--- src/rtl/spi_master_tx_module.sv ---
// SPI mode-0 master transmitter: valid/ready byte input, MSB-first serialisation, cs held across a frame.
// Build option SPI_TX_BYTE_GAP_EN: every byte closes its own frame (cs pulses high between bytes).
module spi_master_tx_module #(
  parameter int unsigned CLK_DIV = 4
) (
  input  logic       clk,
  input  logic       reset,
  input  logic [7:0] tx_data,
  input  logic       tx_valid,
  input  logic       tx_last,
  output logic       tx_ready,
  output logic       sck,
  output logic       mosi,
  output logic       cs,
  output logic       busy,
  output logic       done
);

  localparam logic [7:0] HMAX = 8'(CLK_DIV - 1);

  typedef enum logic [2:0] {IDLE, SHIFT, HOLD, WAIT, GAP} state_t;

  state_t     state, state_n;
  logic [7:0] hcnt, hcnt_n;
  logic [2:0] bcnt, bcnt_n;
  logic [6:0] shreg, shreg_n;
  logic       last, last_n;
  logic       sck_n, mosi_n, done_n;
  logic       accept, hwrap, req_last;

  assign accept = tx_valid && tx_ready;
  assign hwrap  = (hcnt == HMAX);

`ifdef SPI_TX_BYTE_GAP_EN
  // tx_last is deliberately overridden: each byte is its own frame
  assign req_last = tx_last | 1'b1;
`else
  assign req_last = tx_last;
`endif

  // State and registered outputs; outputs follow the next state so they line up with it
  always_ff @(posedge clk) begin
    if (!reset) begin
      state    <= IDLE;
      hcnt     <= 8'd0;
      bcnt     <= 3'd0;
      shreg    <= 7'd0;
      last     <= 1'b0;
      sck      <= 1'b0;
      mosi     <= 1'b0;
      cs       <= 1'b1;
      tx_ready <= 1'b0;
      busy     <= 1'b0;
      done     <= 1'b0;
    end else begin
      state    <= state_n;
      hcnt     <= hcnt_n;
      bcnt     <= bcnt_n;
      shreg    <= shreg_n;
      last     <= last_n;
      sck      <= sck_n;
      mosi     <= mosi_n;
      cs       <= (state_n == IDLE) || (state_n == GAP);
      tx_ready <= (state_n == IDLE) || (state_n == WAIT);
      busy     <= (state_n != IDLE);
      done     <= done_n;
    end
  end

  // Next-state and datapath
  always_comb begin
    state_n = state;
    hcnt_n  = hcnt;
    bcnt_n  = bcnt;
    shreg_n = shreg;
    last_n  = last;
    sck_n   = sck;
    mosi_n  = mosi;
    done_n  = 1'b0;

    case (state)
      IDLE, WAIT: begin
        if (accept) begin
          state_n = SHIFT;
          shreg_n = tx_data[6:0];
          last_n  = req_last;
          mosi_n  = tx_data[7];
          sck_n   = 1'b0;
          hcnt_n  = 8'd0;
          bcnt_n  = 3'd0;
        end
      end
      SHIFT: begin
        if (hwrap) begin
          hcnt_n = 8'd0;
          if (!sck) begin
            sck_n = 1'b1;
          end else begin
            // falling edge: advance to the next bit, or finish the byte after bit 0
            sck_n   = 1'b0;
            shreg_n = {shreg[5:0], 1'b0};
            bcnt_n  = bcnt + 3'd1;
            if (bcnt == 3'd7) begin
              state_n = HOLD;
            end else begin
              mosi_n = shreg[6];
            end
          end
        end else begin
          hcnt_n = hcnt + 8'd1;
        end
      end
      HOLD: begin
        if (hwrap) begin
          hcnt_n = 8'd0;
          if (last) begin
            state_n = GAP;
            mosi_n  = 1'b0;
          end else begin
            state_n = WAIT;
          end
        end else begin
          hcnt_n = hcnt + 8'd1;
        end
      end
      GAP: begin
        if (hwrap) begin
          hcnt_n  = 8'd0;
          state_n = IDLE;
        end else begin
          hcnt_n = hcnt + 8'd1;
        end
      end
      default: state_n = IDLE;
    endcase

    // done lands on the final cycle of HOLD
    done_n = (state_n == HOLD) && (hcnt_n == HMAX);
  end

endmodule
--- config.mk ---
export PLATFORM = sky130hd
export DESIGN_NAME = spi_master_tx_module
export DESIGN_NICKNAME = d
export VERILOG_FILES = /design/src/rtl/spi_master_tx_module.sv
export SDC_FILE = /design/constraint.sdc
export NUM_CORES = 1
export LEC_CHECK = 0
export CAP_MARGIN = 5
export CORE_MARGIN = 2
export CORE_UTILIZATION = 40
export DETAILED_ROUTE_END_ITERATION = 16
export MAX_ROUTING_LAYER = met4
export PLACE_DENSITY = 0.67
export SLEW_MARGIN = 15
export SYNTH_ARGS = -nofsm -noshare
export SYNTH_HDL_FRONTEND = slang
export SYNTH_SLANG_ARGS = --single-unit
--- constraint.sdc ---
create_clock -name clk -period 4.2 [get_ports clk]
set_clock_uncertainty 0.2 [all_clocks]
set_input_delay 1.05 -clock clk [delete_from_list [all_inputs] [get_ports clk]]
set_output_delay 1.05 -clock clk [all_outputs]
set_load 0.05 [all_outputs]
==> flow_summary.ini, run 1 <==
[setup_path]
slowest_stage = clkdlybuf4s50_1
cp_cell_sequence = clkdlybuf4s50_1 -> and2_1 -> o21ai_0 -> or2_2 -> nor3_1 -> o221ai_1 -> nor4b_2
path_class = in -> reg
required_ns = 4.19
cpPeakStageDelay_ns = 0.47
cp.arrival_ns = 2.88
cp-end-kind = flip-flop
worst-path-max-fanout = 6
setup.worst_path.start_class = input port
r2r_slack_ns = 1.65

[detailed_routing]
drtPass1Iterations = 5
vias = 1380
ant_nets = 0
vias_per_cell = 5.391
drt-initial-drc-count = 135
wirelength_um = 3231
drc_errors = 0
wl_per_cell_um = 12.62

[global_routing]
grt_pass1_vias = 1235
groute.usage.overall_pct = 16.35
grt_pass1_wl_um = 5540
antenna_found_initial = 0
grt_start_max_net_pins = 21
grt.overflow.total = 0

[floorplan]
die_w_um = 66.58
die_y_um = 66.58
start_util_pct = 42.15
die-area_um2 = 4433
core_area_um2 = 3716
rows = 22
ios = 18

[synth]
syn_area_per_cell_um2 = 7.952
synth_area_leaders = dfxtp_1 (36%), a21oi_1 (5.8%), nand2_1 (5.5%)
synth_edf_count = 0
yosysTopAreaCell = dfxtp_1
ys_warn_count = 0
yosysUniqueCellTypes = 47
seq_area_frac_synth_pct = 35.78
yosys-top-cells-count = dfxtp_1 (28), nand2_1 (23), nor2_1 (19)
syn_inst = 197
yosysMostFrequentCell = dfxtp_1
synth_fp_nets = 212
synthArstFlopShare_pct = 0
yosys_most_used_dff = dfxtp_1
ys_ff_latch = 28
syn_area_um2 = 1567
synth.top_cell.area_share_pct = 35.78

[finish]
final_nets = 224
areaGrowthSynthToFinish_pct = 16.85
fillers = 377
drive_above_1_share_pct = 9.135
antennaDiodeCount = 0

[placement]
dp_hpwl_um = 2262
gp_congestion = 0.8298
io_buffers = 17

[sta]
period_minus_slack_ns = 2.886
fmax_mhz = 346.4
hold_violations = 0
fin_crit_sh_pct = 68.72
rsz0062_at_grt = false
worstMarginPinSlew_ns = 0.5694
setup_viol = 0
drv_slew = 0
setup_tns_ns = 0
slew_headroom_pct = 61.81

[pwr]
p_sw_w = 0.0001540
power_w = 0.0006030
power_frac_comb_pct = 16.5
p_leak_nw = 0.6409
p_seq_share_pct = 47.9
swShare_pct = 25.54
intPower_w = 0.0004490
clkPwrFrac_pct = 35.6
p_per_area_nw_per_um2 = 329.4
ir_drop_mv = 0.1911

[clock_tree]
cts_inserted_buffers = 3
clock_sinks = 28
clk_latency_ns = 0.28
cts_root_buf = clkbuf_8
cts.htree.levels = 1
tritoncts = done
cts_resized = 0
clk_pin_slew_worst_paths_ns = 0.10
ctsHoldBuffers = 0
cts_setup_buffers = 0
clk_path_buf_depth = 2

[hold_path]
hp-class = reg -> reg

[flow_run]
drv_cap = 0

[outcome]
outcome = finished, final reports clean
==> cells by family after synthesis <==
kind of cell,synth area share (%)
and+or+nand+nor,33.63
AOI/OAI and AO/OA,20.29
DFF,35.78
buffers and inverters,4.393
xor gates and xnor gates,2.237
adders and majority gates,2.396
muxes,1.278
==> cells in the final DEF (no fill, tap or decap), types with 4 or more instances in the layout <==
cell,instances
a21oi_1,18
nand3_1,12
nor2_1,19
dfxtp_1,28
o21ai_0,9
clkdlybuf4s50_1,17
or3_1,4
nand2_1,23
nand2b_1,6
a311oi_1,7
and2_1,4
==> cell type report <==
type	instances	area, um2	area share [%]
inverters	3	11.26	0.6152
repair buffers	19	185.2	10.12
flip-flops and latches	28	560.5	30.62
clock inverters	1	30.03	1.640
multi-input cells	154	942.2	51.47
well taps	48	60.06	3.281
clock buffers	3	41.29	2.256
==> routing by layer <==
layer / track usage, % / wire, um / vias to the layer above / share of wire (%)
li1: - / - / 727 / -
met1: 22.56 / 1707 / 625 / 53
met2: 24.88 / 1386 / 24 / 43
met3: 2.365 / 93 / 4 / 2.9
met4: 4.847 / 44 / 0 / 1.4
met5: - / 0 / - / 0
==> worst max-delay path: cells and delay by family <==
family / cells / cell delay (ns)
AND/OR/NAND/NOR: 4 / 1.03
buffers and inverters: 1 / 0.47
AO/OA/AOI/OAI: 2 / 0.33
==> metrics by stage <==
| stage | area [um2] | cells | worst slack, ns | hold WS, ns | util, % |
|---|---|---|---|---|---|
| global route | 1831 | 256 | 1.138 | 0.3024 | 49.26 |
| finish | 1831 | 256 | 1.314 | 0.2685 | 49.26 |
| global placement | 1759 | 252 | 1.110 | 0.2564 | 47.34 |
| floorplan | 1567 | 197 | 1.632 | 0.2456 | - |
| CTS | 1831 | 256 | 1.326 | 0.2769 | 49.26 |
| detailed placement | 1759 | 252 | 1.047 | 0.2626 | 47.34 |
==> sequential cells by signal (all words and copies together) (netlist names) <==
signal / count
busy: 1
cs: 1
tx_ready: 1
sck: 1
bcnt: 3
hcnt: 8
shreg: 7
done: 1
last: 1
mosi: 1
state: 3
==> path summary, 6_finish.rpt <==
path,startpoint,to,depth (start not counted)
hold / removal,mosi,mosi,2
setup reg to reg,hcnt[4],tx_ready,6
setup / recovery,tx_valid,done,7
hold reg to reg,mosi,mosi,2
==> power groups by stage <==
stage | registers [W] | logic [W] | clock network, W
floorplan | 0.000305 | 0.0000586 | 0
global placement | 0.000295 | 0.0000996 | 0
detailed placement | 0.000295 | 0.0000996 | 0
CTS | 0.000289 | 0.0000998 | 0.000218
global route | 0.000291 | 0.000111 | 0.000228
finish | 0.000289 | 0.0000995 | 0.000215
(Power assumes the default switching activity.)
==> run 2: changes to the inputs <==
--- a/config.mk
+++ b/config.mk
@@ -10,7 +10,7 @@
 export CORE_UTILIZATION = 40
 export DETAILED_ROUTE_END_ITERATION = 16
 export MAX_ROUTING_LAYER = met4
-export PLACE_DENSITY = 0.67
+export PLACE_DENSITY = 0.69
 export SLEW_MARGIN = 15
 export SYNTH_ARGS = -nofsm -noshare
 export SYNTH_HDL_FRONTEND = slang
==> constraint.sdc (replaced) <==
create_clock -name clk -period 2.5 [get_ports clk]
set_clock_uncertainty 0.2 [all_clocks]
set_input_delay 0.625 -clock clk [delete_from_list [all_inputs] [get_ports clk]]
set_output_delay 0.625 -clock clk [all_outputs]
set_load 0.05 [all_outputs]
==> run 2 against run 1 <==
Compared with the run above: global-route usage increased by 1.1 points; die area is the same; critical endpoint unchanged; sequential power up 67%; routed wire length rose by 6.6%; count of clock-buffer cells in the layout is the same; combinational power grew 85%; worst setup slack got worse by 1.2 ns.
==> flow_summary.ini, run 2 (same netlist as run 1, synthesis figures left out) <==
[outcome]
outcome = finished, final reports clean

[placement]
io_buffers = 17
place_area_um2 = 1894
dp_hpwl_um = 2465
gp_congestion = 0.8629
place_ws_ns = -0.1523

[floorplan]
ios = 18
core_area_um2 = 3716
die-area_um2 = 4433
start_util_pct = 42.15
die_y_um = 66.58
rows = 22
die_w_um = 66.58

[setup_path]
cp-end-kind = flip-flop
required_ns = 2.50
cp.arrival_ns = 2.36
path_class = in -> reg
worst-path-max-fanout = 4
r2r_slack_ns = 0.19
setup.worst_path.start_class = input port

[hold_path]
hp-class = reg -> reg

[sta]
drv_slew = 0
setup_tns_ns = 0
worstMarginPinSlew_ns = 0.4921
setup_viol = 0
setup_ws_ns = 0.1358
fmax_mhz = 423.0
rsz0062_at_grt = false
slew_headroom_pct = 67.09
period_minus_slack_ns = 2.364
hold_ws_ns = 0.2714
fin_crit_sh_pct = 94.57
hold_violations = 0

[global_routing]
grt.overflow.total = 0
grt_start_max_net_pins = 20
antenna_found_initial = 0
groute.usage.overall_pct = 17.44
grt_pass1_vias = 1233
grt_pass1_wl_um = 5823

[detailed_routing]
vias = 1447
wirelength_um = 3443
drt-initial-drc-count = 104
vias_per_cell = 5.281
drc_errors = 0
ant_nets = 0
drtPass1Iterations = 4
wl_per_cell_um = 12.57

[pwr]
ir_drop_mv = 0.2371
power_frac_comb_pct = 17.9
p_per_area_nw_per_um2 = 521.2
p_seq_share_pct = 46.9
p_sw_w = 0.0002618
p_leak_nw = 0.7350
intPower_w = 0.0007659
swShare_pct = 25.48
clkPwrFrac_pct = 35.2

[clock_tree]
clk_path_buf_depth = 2
cts_setup_buffers = 0
cts_inserted_buffers = 3
clock_sinks = 28
cts.htree.levels = 1
tritoncts = done
clk_pin_slew_worst_paths_ns = 0.10
clk_latency_ns = 0.28
cts_root_buf = clkbuf_8

[finish]
largest_reg_flops = 8
drive_above_1_share_pct = 16.81
finish.utilization_pct = 53.06
stdcell_area_um2 = 1972
mostFrequentLayoutCell = dfxtp_1
areaGrowthSynthToFinish_pct = 25.88
top_regs = hcnt x8, shreg x7
antennaDiodeCount = 0
final_nets = 242
registers.top_by_ff_count = hcnt
final_cell_mix = dfxtp_1 (28), nand2_1 (23), buf_4 (20)

[flow_run]
drv_cap = 0
==> run 2: power by group through the flow <==
| stage | registers [W] | clock network (W) | logic [W] |
|---|---|---|---|
| 6_report | 0.000482 | 0.000362 | 0.000184 |
| 5_1_grt | 0.000486 | 0.000391 | 0.000203 |
| 4_1_cts | 0.000482 | 0.000366 | 0.000184 |
| 3_5_place_dp | 0.000492 | 0 | 0.000183 |
| 3_3_place_gp | 0.000492 | 0 | 0.000181 |
| 2_1_floorplan | 0.000512 | 0 | 0.0000984 |
==> run 2: worst paths after layout <==
check / from / end / cells after the start
setup / recovery: tx_valid / done / 7
hold / removal: mosi / mosi / 2
setup reg to reg: state[1] / done / 7
hold reg to reg: mosi / mosi / 2
==> run 2: cell type report <==
type | instances | area, um2
Timing Repair Buffer | 37 | 320.3
Clock inverter | 1 | 30.03
Inverter | 3 | 11.26
Fill cell | 351 | 1744
Tap cell | 48 | 60.06
Clock buffer | 3 | 41.29
Multi-Input combinational cell | 154 | 948.4
Sequential cell | 28 | 560.5
==> run 2: critical path, stage by stage <==
cell and delay, ns:
clkdlybuf4s50_1 0.47, and2_1 0.20, o21ai_0 0.14, or2_2 0.33
nor3_1 0.20, o221ai_1 0.17, nor4b_2 0.22
==> run 2: metrics by stage <==
step / instances / power, W
after floorplan: 197 / 0.0006106
after global placement: 270 / 0.0006734
after detailed placement: 270 / 0.0006751
after CTS: 274 / 0.001033
after global routing: 274 / 0.001079
final: 274 / 0.001028
==> run 2: routing by layer <==
| metal | GRT usage [%] | wire length (um) | vias to the layer above |
|---|---|---|---|
| li1 | - | - | 762 |
| met1 | 24.61 | 1746 | 647 |
| met2 | 25.37 | 1494 | 33 |
| met3 | 2.027 | 143 | 5 |
| met4 | 6.888 | 58 | 0 |
| met5 | - | 0 | - |
==> run 2: repair_timing <==
action,4_1_cts,5_1_grt
resized for setup,0,1
hold buffers,0,0
setup endpoints to repair,0,1
